==> config.mk <==
export PLATFORM = sky130hd
export DESIGN_NAME = prog_loader
export DESIGN_NICKNAME = d
export VERILOG_FILES = /design/src/rtl/prog_loader.sv
export SDC_FILE = /design/constraint.sdc
export NUM_CORES = 1
export LEC_CHECK = 0
export BUFFER_PORTS_ARGS = -buffer_cell sky130_fd_sc_hd__buf_2
export CAP_MARGIN = 10
export CORE_AREA = 3 3 77 71
export DETAILED_ROUTE_END_ITERATION = 16
export DIE_AREA = 0 0 80 74
export HOLD_SLACK_MARGIN = 0.03
export PLACE_DENSITY = 0.78
export SETUP_SLACK_MARGIN = 0.4
export SLEW_MARGIN = 40
export SYNTH_ARGS = -nofsm -noshare
export SYNTH_HDL_FRONTEND = slang
export SYNTH_SLANG_ARGS = --single-unit
==> constraint.sdc <==
create_clock -name clk -period 2.4 [get_ports clk]
set_input_delay 0.48 -clock clk [delete_from_list [all_inputs] [get_ports clk]]
set_output_delay 0.48 -clock clk [all_outputs]
set_load 0.05 [all_outputs]
==> src/rtl/prog_loader.sv <==
// Byte-serial boot loader: parses a header/word/checksum frame, writes words
// into program memory and releases the core only after the checksum verifies.
module prog_loader #(
  parameter int DEPTH  = 32,
  parameter int ADDR_W = 5,
  parameter int WORD_W = 16
) (
  input  logic              clk,
  input  logic              rstn,
  input  logic              reload,
  input  logic              byte_valid,
  input  logic [7:0]        byte_data,
  output logic              byte_ready,
  output logic              mem_we,
  output logic [ADDR_W-1:0] mem_addr,
  output logic [WORD_W-1:0] mem_wdata,
  output logic              cpu_rstn,
  output logic              done,
  output logic              err
);

  localparam int CNT_W = 7;
  localparam logic [CNT_W-1:0] DEPTH_L = CNT_W'(DEPTH);

  typedef enum logic [2:0] {S_HDR, S_HI, S_LO, S_CSUM, S_DONE, S_ERR} state_t;

  state_t              state, state_nxt;
  logic [CNT_W-1:0]    n_words, n_words_nxt;
  logic [ADDR_W-1:0]   idx, idx_nxt;
  logic [7:0]          csum, csum_nxt;
  logic [7:0]          hi_byte, hi_byte_nxt;
  logic                mem_we_nxt;
  logic [ADDR_W-1:0]   mem_addr_nxt;
  logic [WORD_W-1:0]   mem_wdata_nxt;
  logic                accept;
  logic                hdr_ok;
  logic                last_word;

  assign accept    = byte_valid && byte_ready;
  assign hdr_ok    = (byte_data[7:6] == 2'b00) && (byte_data[5:0] != 6'd0) &&
                     ({1'b0, byte_data[5:0]} <= DEPTH_L);
  assign last_word = (CNT_W'(idx) + CNT_W'(1)) == n_words;

  always_ff @(posedge clk or negedge rstn) begin
    if (!rstn) begin
      state      <= S_HDR;
      n_words    <= '0;
      idx        <= '0;
      csum       <= '0;
      hi_byte    <= '0;
      byte_ready <= 1'b1;
      mem_we     <= 1'b0;
      mem_addr   <= '0;
      mem_wdata  <= '0;
      cpu_rstn   <= 1'b0;
      done       <= 1'b0;
      err        <= 1'b0;
    end else begin
      state      <= state_nxt;
      n_words    <= n_words_nxt;
      idx        <= idx_nxt;
      csum       <= csum_nxt;
      hi_byte    <= hi_byte_nxt;
      mem_we     <= mem_we_nxt;
      mem_addr   <= mem_addr_nxt;
      mem_wdata  <= mem_wdata_nxt;
      // Status outputs are pure decodes of the next state, registered.
      byte_ready <= (state_nxt != S_DONE) && (state_nxt != S_ERR);
      cpu_rstn   <= (state_nxt == S_DONE);
      done       <= (state_nxt == S_DONE);
      err        <= (state_nxt == S_ERR);
    end
  end

  always_comb begin
    state_nxt     = state;
    n_words_nxt   = n_words;
    idx_nxt       = idx;
    csum_nxt      = csum;
    hi_byte_nxt   = hi_byte;
    mem_we_nxt    = 1'b0;
    mem_addr_nxt  = mem_addr;
    mem_wdata_nxt = mem_wdata;

    if (reload) begin
      // Restart wins over any byte on the same edge; write bus holds.
      state_nxt   = S_HDR;
      n_words_nxt = '0;
      idx_nxt     = '0;
      csum_nxt    = '0;
      hi_byte_nxt = '0;
    end else if (accept) begin
      unique case (state)
        S_HDR: begin
          n_words_nxt = {1'b0, byte_data[5:0]};
          csum_nxt    = byte_data;
          state_nxt   = hdr_ok ? S_HI : S_ERR;
        end
        S_HI: begin
          hi_byte_nxt = byte_data;
          csum_nxt    = csum ^ byte_data;
          state_nxt   = S_LO;
        end
        S_LO: begin
          csum_nxt      = csum ^ byte_data;
          mem_we_nxt    = 1'b1;
          mem_addr_nxt  = idx;
          mem_wdata_nxt = WORD_W'({hi_byte, byte_data});
          if (last_word) begin
            idx_nxt   = '0;
            state_nxt = S_CSUM;
          end else begin
            idx_nxt   = idx + ADDR_W'(1);
            state_nxt = S_HI;
          end
        end
        S_CSUM: begin
          state_nxt = (byte_data == csum) ? S_DONE : S_ERR;
        end
        default: begin
          state_nxt = state;
        end
      endcase
    end
  end

endmodule

==> results.sh, run 1 <==
export IMPL_outcome="complete, no violations"
export IMPL_cap_violations=0
export IMPL_htreeDepth=2
export IMPL_min_path_type="primary input to asynchronous set/reset pin"
export IMPL_avgSynthCellArea_um2=11.1
export IMPL_final_nets=284
export IMPL_ios=38
export IMPL_finalSetupViolations=0
export IMPL_vias=1891
export IMPL_cts_tree="yes"
export IMPL_grt_pass1_vias=1896
export IMPL_hold_ws_ns=0.0965
export IMPL_layout_drive_gt1_share_pct=30.1
export IMPL_critPathKind="register to register"
export IMPL_dr_pass1_iters=5
export IMPL_area_delta_synth_final_pct=11.2
export IMPL_rows=24
export IMPL_place_inst=329
export IMPL_layout_commonest_cell="dfrtp_1"
export IMPL_start_util_pct=55.7
export IMPL_yosysSeqAreaShare_pct=51.5
export IMPL_register_area_mm2=0.00138
export IMPL_synth_cells=240
export IMPL_fin_ws_ns=0.538
export IMPL_final_util_pct=61.9
export IMPL_async_flop_share_pct=100
export IMPL_synth_cell_types=44
export IMPL_synth_edf_count=0
export IMPL_clk_pin_slew_worst_paths_ns=0.10
export IMPL_core_area_mm2=0.00480
export IMPL_die_h_um=74
export IMPL_worst_path_max_fanout=7
export IMPL_cts_root_buf="clkbuf_8"
export IMPL_crit_path_start_kind="register"
export IMPL_ys_warn_count=0
export IMPL_syn_nets=253
export IMPL_gp_congestion=0.839
export IMPL_synthTopCellsByArea="dfrtp_1 51%, mux2_2 8.8%, mux2i_1 5.2%"
export IMPL_multi_input_area_mm2=0.00118
export IMPL_grt_first_pass_wirelength_um=8870
export IMPL_synth_seq_cells=55
export IMPL_worstRegToRegCells=6
export IMPL_antenna_found_initial=0
export IMPL_dp_slack_ns=0.576
export IMPL_die_area_mm2=0.00592
export IMPL_diodes=0
export IMPL_synthFlopType="dfrtp_1"
export IMPL_skew_ns=0.00720
export IMPL_drtIter0Drc=169
export IMPL_viasPerCell=5.61
export IMPL_tns_ns=0
export IMPL_layout_cells_non_filler=337
export IMPL_layout_common_cells="54 x dfrtp_1, 37 x buf_2, 29 x nor2_1"
export IMPL_worst_pin_slew_ns=0.629
export IMPL_die_x_um=80
export IMPL_drc_errors=0
export IMPL_drt_total_wl_um=5160
export IMPL_synth_top_area_share_pct=50.5
export IMPL_leakagePower_nw=1.42
export IMPL_synth_top_area_cell="dfrtp_1"
export IMPL_fillers=410
export IMPL_pwr_density_cell_mw_per_mm2=704
export IMPL_min_period_ns=1.86
export IMPL_hold_violations=0
export IMPL_timing_fmax_mhz=537
export IMPL_end_kind="register"
export IMPL_ant_nets=0
export IMPL_cts_setup_buffers=0
export IMPL_wl_per_cell_um=15.3
export IMPL_peakVddDrop_v=0.000515
export IMPL_grt_max_degree=28
export IMPL_arrival_ns=2.06
export IMPL_slew_headroom_pct=57.9
export IMPL_portBuffers=37
export IMPL_cts_hold_buffers=0
export IMPL_min_period_over_period_pct=77.6
export IMPL_cts_buffers=5
export IMPL_dpl_hpwl_um=3630
export IMPL_clock_sinks=55
export IMPL_syn_area_mm2=0.00267
export IMPL_worstPathRequired_ns=2.60
export IMPL_grt_overflow=0
export IMPL_rsz0062_at_grt="yes"
export IMPL_cts_buffer_depth=2
export IMPL_grt_use_total_pct=19.1
export IMPL_drv_slew=0
export IMPL_clock_latency_ns=0.30
[worst paths after layout]
check	from	endpoint	slack (ns)
max	idx[0]	idx[4]	0.54
min reg2reg	mem_wdata[7]	mem_wdata[7]	0.51
max reg2reg	idx[0]	idx[4]	0.54
min in group clk	mem_wdata[7]	mem_wdata[7]	0.51
max in group asynchronous	rstn	byte_ready	1.67
min	rstn	mem_addr[0]	0.1
[what timing repair did]
item	in CTS	in global routing
gates resized for setup	0	1
endpoints found under the setup margin	0	1
hold endpoints to repair	0	0
[layer usage]
layer	up-vias	global-route usage [%]	share of wire (%)
met5	-	0	0
met4	0	5.44	0.85
met3	7	3.75	4.7
met2	51	31.5	48
met1	932	26.1	46
li1	901	-	-
[final cells by class]
| class | count | area share (%) |
|---|---|---|
| sequential | 55 | 46.3 |
| multi-input combinational | 163 | 39.8 |
| timing repair buffer | 43 | 7.74 |
| tap | 65 | 2.73 |
| clock buffer | 5 | 2.31 |
| clock inverter | 3 | 0.757 |
| inverter | 3 | 0.379 |
[cells in the mapped netlist, types with 4 or more instances]
cell type,number
mux2i_1,14
mux2_2,21
buf_2,12
xnor2_1,12
nand3_1,4
nand2_1,20
dfrtp_1,54
o21ai_0,11
a32oi_1,8
nor2_1,29
and2_1,4
[cells by family (layout without fill, tap and decap cells)]
kind of cell | count (synthesis) | after routing | synth area share, %
simple gates | 74 | 74 | 14.3
buf+inv | 22 | 54 | 4.49
fa+ha+maj | 1 | 1 | 0.468
mux | 35 | 35 | 14.1
compound gates | 38 | 38 | 10.2
flops | 55 | 55 | 51.5
xor+xnor | 15 | 15 | 4.91
[power by group]
| part | switching (W) | internal, W |
|---|---|---|
| sequential | 0.0000591 | 0.00100 |
| combinational | 0.000349 | 0.000164 |
| clock | 0.000305 | 0.000212 |
[state kept, by name (all words and copies together), names as in the netlist]
name and cells:
mem_addr 5, done 1, mem_wdata 16, byte_ready 1, mem_we 1, hi_byte 8, err 1, idx 5
state 3, csum 8, n_words 6
[worst max-delay path: stages, from the launching register on]
cell	delay [ns]
dfrtp_1	0.46
ha_1	0.35
xnor2_1	0.17
o211ai_1	0.11
nand4b_1	0.32
o221ai_1	0.28
nand2_1	0.08
[metrics by stage]
step	power (W)	cell area [um2]
global route	0.00220	2970
detailed placement	0.00159	2880
CTS	0.00211	2970
global placement	0.00158	2880
floorplan	0.00147	2670
finish	0.00209	2970
No activity file was read; power rests on OpenSTA's default activity.
==> run 2: changes to the inputs <==
Settings changed: ABC_AREA set to 1, CORE_AREA 3 3 77 71 to 3 3 77 72, DIE_AREA 0 0 80 74 to 0 0 80 75, PLACE_DENSITY 0.78 to 0.77.
Clock period 2.4 ns to 1.8 ns, I/O delays scaled along.
==> results.sh, run 2 <==
export IMPL_diodes=0
export IMPL_clock_sinks=55
export IMPL_viasPerCell=5.20
export IMPL_layout_common_cells="85 x nand2_1, 53 x dfrtp_1, 37 x inv_1, 37 x buf_2, 25 x nor2_1"
export IMPL_synth_cell_types=28
export IMPL_grt_overflow=0
export IMPL_arrival_ns=1.75
export IMPL_cts_buffer_depth=2
export IMPL_dr_pass1_iters=4
export IMPL_rsz0062_at_grt="yes"
export IMPL_wl_per_cell_um=14.4
export IMPL_drv_slew=0
export IMPL_r2r_slack_ns=0.25
export IMPL_ios=38
export IMPL_synth_seq_cells=55
export IMPL_yosysSeqAreaShare_pct=51.2
export IMPL_dpl_hpwl_um=4020
export IMPL_area_delta_synth_final_pct=29.8
export IMPL_layout_drive_gt1_share_pct=37.1
export IMPL_grt_max_degree=56
export IMPL_final_nets=408
export IMPL_min_path_type="primary input to asynchronous set/reset pin"
export IMPL_slowest_delay_ns=0.43
export IMPL_cts_tree="yes"
export IMPL_cpMaxStageDelayCell="dfrtp_1"
export IMPL_grt_first_pass_wirelength_um=9800
export IMPL_antenna_found_initial=0
export IMPL_r2r_start="idx[0]"
export IMPL_startpoint="idx[0]"
export IMPL_tns_ns=0
export IMPL_grt_pass1_vias=2173
export IMPL_die_area_mm2=0.00600
export IMPL_avgSynthCellArea_um2=8.06
export IMPL_end_kind="register"
export IMPL_crit_path_start_kind="register"
export IMPL_htreeDepth=2
export IMPL_drc_errors=0
export IMPL_worstRegToRegCells=10
export IMPL_core_area_mm2=0.00480
export IMPL_ant_nets=0
export IMPL_slew_headroom_pct=77.0
export IMPL_layout_cells_non_filler=461
export IMPL_rows=24
export IMPL_cts_root_buf="clkbuf_8"
export IMPL_largest_register_ffs=16
export IMPL_gp_congestion=0.818
export IMPL_worst_pin_slew_ns=0.343
export IMPL_syn_area_mm2=0.00269
export IMPL_pwr_density_cell_mw_per_mm2=1060
export IMPL_ys_warn_count=0
export IMPL_p_total_w=0.00370
export IMPL_async_flop_share_pct=100
export IMPL_drt_total_wl_um=6630
export IMPL_syn_nets=347
export IMPL_synth_top_area_cell="dfrtp_1"
export IMPL_hold_ws_ns=0.00969
export IMPL_synthTopCellsByCount="105 x nand2_1, 54 x dfrtp_1, 41 x inv_1"
export IMPL_largestRegisters="mem_wdata x16, csum x8, hi_byte x8"
export IMPL_leakagePower_nw=1.72
export IMPL_die_h_um=75
export IMPL_top_register="mem_wdata"
export IMPL_grt_use_total_pct=21.1
export IMPL_clk_pin_slew_worst_paths_ns=0.10
export IMPL_min_period_over_period_pct=86.3
export IMPL_start_util_pct=56.0
export IMPL_cts_buffers=5
export IMPL_timing_fmax_mhz=644
export IMPL_peakVddDrop_v=0.000668
export IMPL_worst_path_max_fanout=5
export IMPL_drtIter0Drc=205
export IMPL_synth_edf_count=0
export IMPL_layout_commonest_cell="nand2_1"
export IMPL_r2r_end="idx[2]"
export IMPL_critPathKind="register to register"
export IMPL_vias=2397
export IMPL_synth_cells=334
export IMPL_finalSetupViolations=0
export IMPL_min_period_ns=1.55
export IMPL_synth_top_area_share_pct=50.2
export IMPL_place_inst=430
export IMPL_endpoint="idx[2]"
export IMPL_outcome="complete, no violations"
export IMPL_skew_ns=0.00971
export IMPL_clock_latency_ns=0.32
export IMPL_hold_violations=0
export IMPL_cap_violations=0
export IMPL_synth_most_common_cell="nand2_1"
export IMPL_synthFlopType="dfrtp_1"
export IMPL_die_x_um=80
export IMPL_path_cells="ha_4 > nand2_4 > o21ai_2 > nand2_1 > nand2_1 > nand2_2 > nor2_4 > nand2_4 > nand2_2 > o21ai_1"
export IMPL_synthTopCellsByArea="dfrtp_1 50%, nand2_1 15%, inv_1 5.7%"
export IMPL_worstPathRequired_ns=2.00
export IMPL_portBuffers=37
==> run 2: changes by cell type after synthesis, moves of 7 or more <==
cell | previous run | this run
a32oi_1 | 8 | 0
buf_2 | 12 | 1
inv_1 | 2 | 41
mux2_2 | 21 | 0
mux2i_1 | 14 | 0
nand2_1 | 20 | 105
nand2_2 | 0 | 8
nand3_1 | 4 | 13
o21ai_0 | 11 | 22
o21ai_1 | 3 | 24
o22ai_1 | 0 | 7
xnor2_1 | 12 | 1
==> run 2: how the worst min path moves through the flow <==
| stage | startpoint | end | slack (ns) |
|---|---|---|---|
| 2_1_floorplan | rstn | csum[0] | 0.06 |
| 3_3_place_gp | rstn | mem_wdata[9] | 0.38 |
| 3_5_place_dp | rstn | mem_wdata[15] | 0.38 |
| 4_1_cts | rstn | mem_wdata[15] | 0.03 |
| 5_1_grt | rstn | mem_wdata[4] | 0.04 |
| 6_report | rstn | mem_wdata[4] | 0.01 |
==> run 2: worst max-delay path, delay by kind of cell (launching register included) <==
kind | cells | cell delay, ns
simple gates | 7 | 0.62
compound gates | 2 | 0.20
flops | 1 | 0.43
fa+ha+maj | 1 | 0.19
==> run 2: per-layer routing <==
metal	global-route usage [%]	up-vias	routed length, um
met3	4.43	12	299
li1	-	1176	-
met1	28.0	1148	2880
met2	34.5	61	3350
met5	0	-	0
met4	7.88	0	104
==> run 2: logic make-up after synthesis <==
kind of cell | after synthesis | synth area share, %
buffers and inverters | 51 | 8.51
and+or+nand+nor | 165 | 26.6
DFF | 55 | 51.2
AOI/OAI and AO/OA | 61 | 12.9
adders and majority gates | 1 | 0.465
xor gates and xnor gates | 1 | 0.325
==> run 2: layout make-up <==
| cell class | instances | area, um2 |
|---|---|---|
| sequential | 55 | 1380 |
| clock buffer | 5 | 68.8 |
| clock inverter | 3 | 43.8 |
| fill | 376 | 1310 |
| multi-input combinational | 228 | 1310 |
| inverter | 44 | 180 |
| tap | 65 | 81.3 |
| timing repair inverter | 3 | 33.8 |
| timing repair buffer | 58 | 398 |
==> run 2: timing repair <==
item | 4_1_cts | 5_1_grt
pin swaps | 9 | 15
hold endpoints to repair | 0 | 0
setup endpoints to repair | 21 | 51
setup buffers | 8 | 11
hold buffers | 0 | 0
gates cloned | 0 | 4
resized for setup | 14 | 66
==> run 2: stage by stage <==
| stage | cell area (um2) | worst slack [ns] | util (%) |
|---|---|---|---|
| after global placement | 2930 | 0.246 | 60.9 |
| after detailed placement | 2930 | 0.208 | 60.9 |
| after CTS | 3140 | 0.284 | 65.4 |
| after global routing | 3490 | 0.182 | 72.7 |
| final | 3490 | 0.246 | 72.7 |
| after floorplan | 2710 | 0.291 | - |
==> run 2: power by group <==
group	leakage (nW)	switching [W]	internal, W	total [W]
clock network	0.0581	0.000420	0.000415	0.000835
logic	0.929	0.000921	0.000405	0.00133
registers	0.737	0.000120	0.00142	0.00154
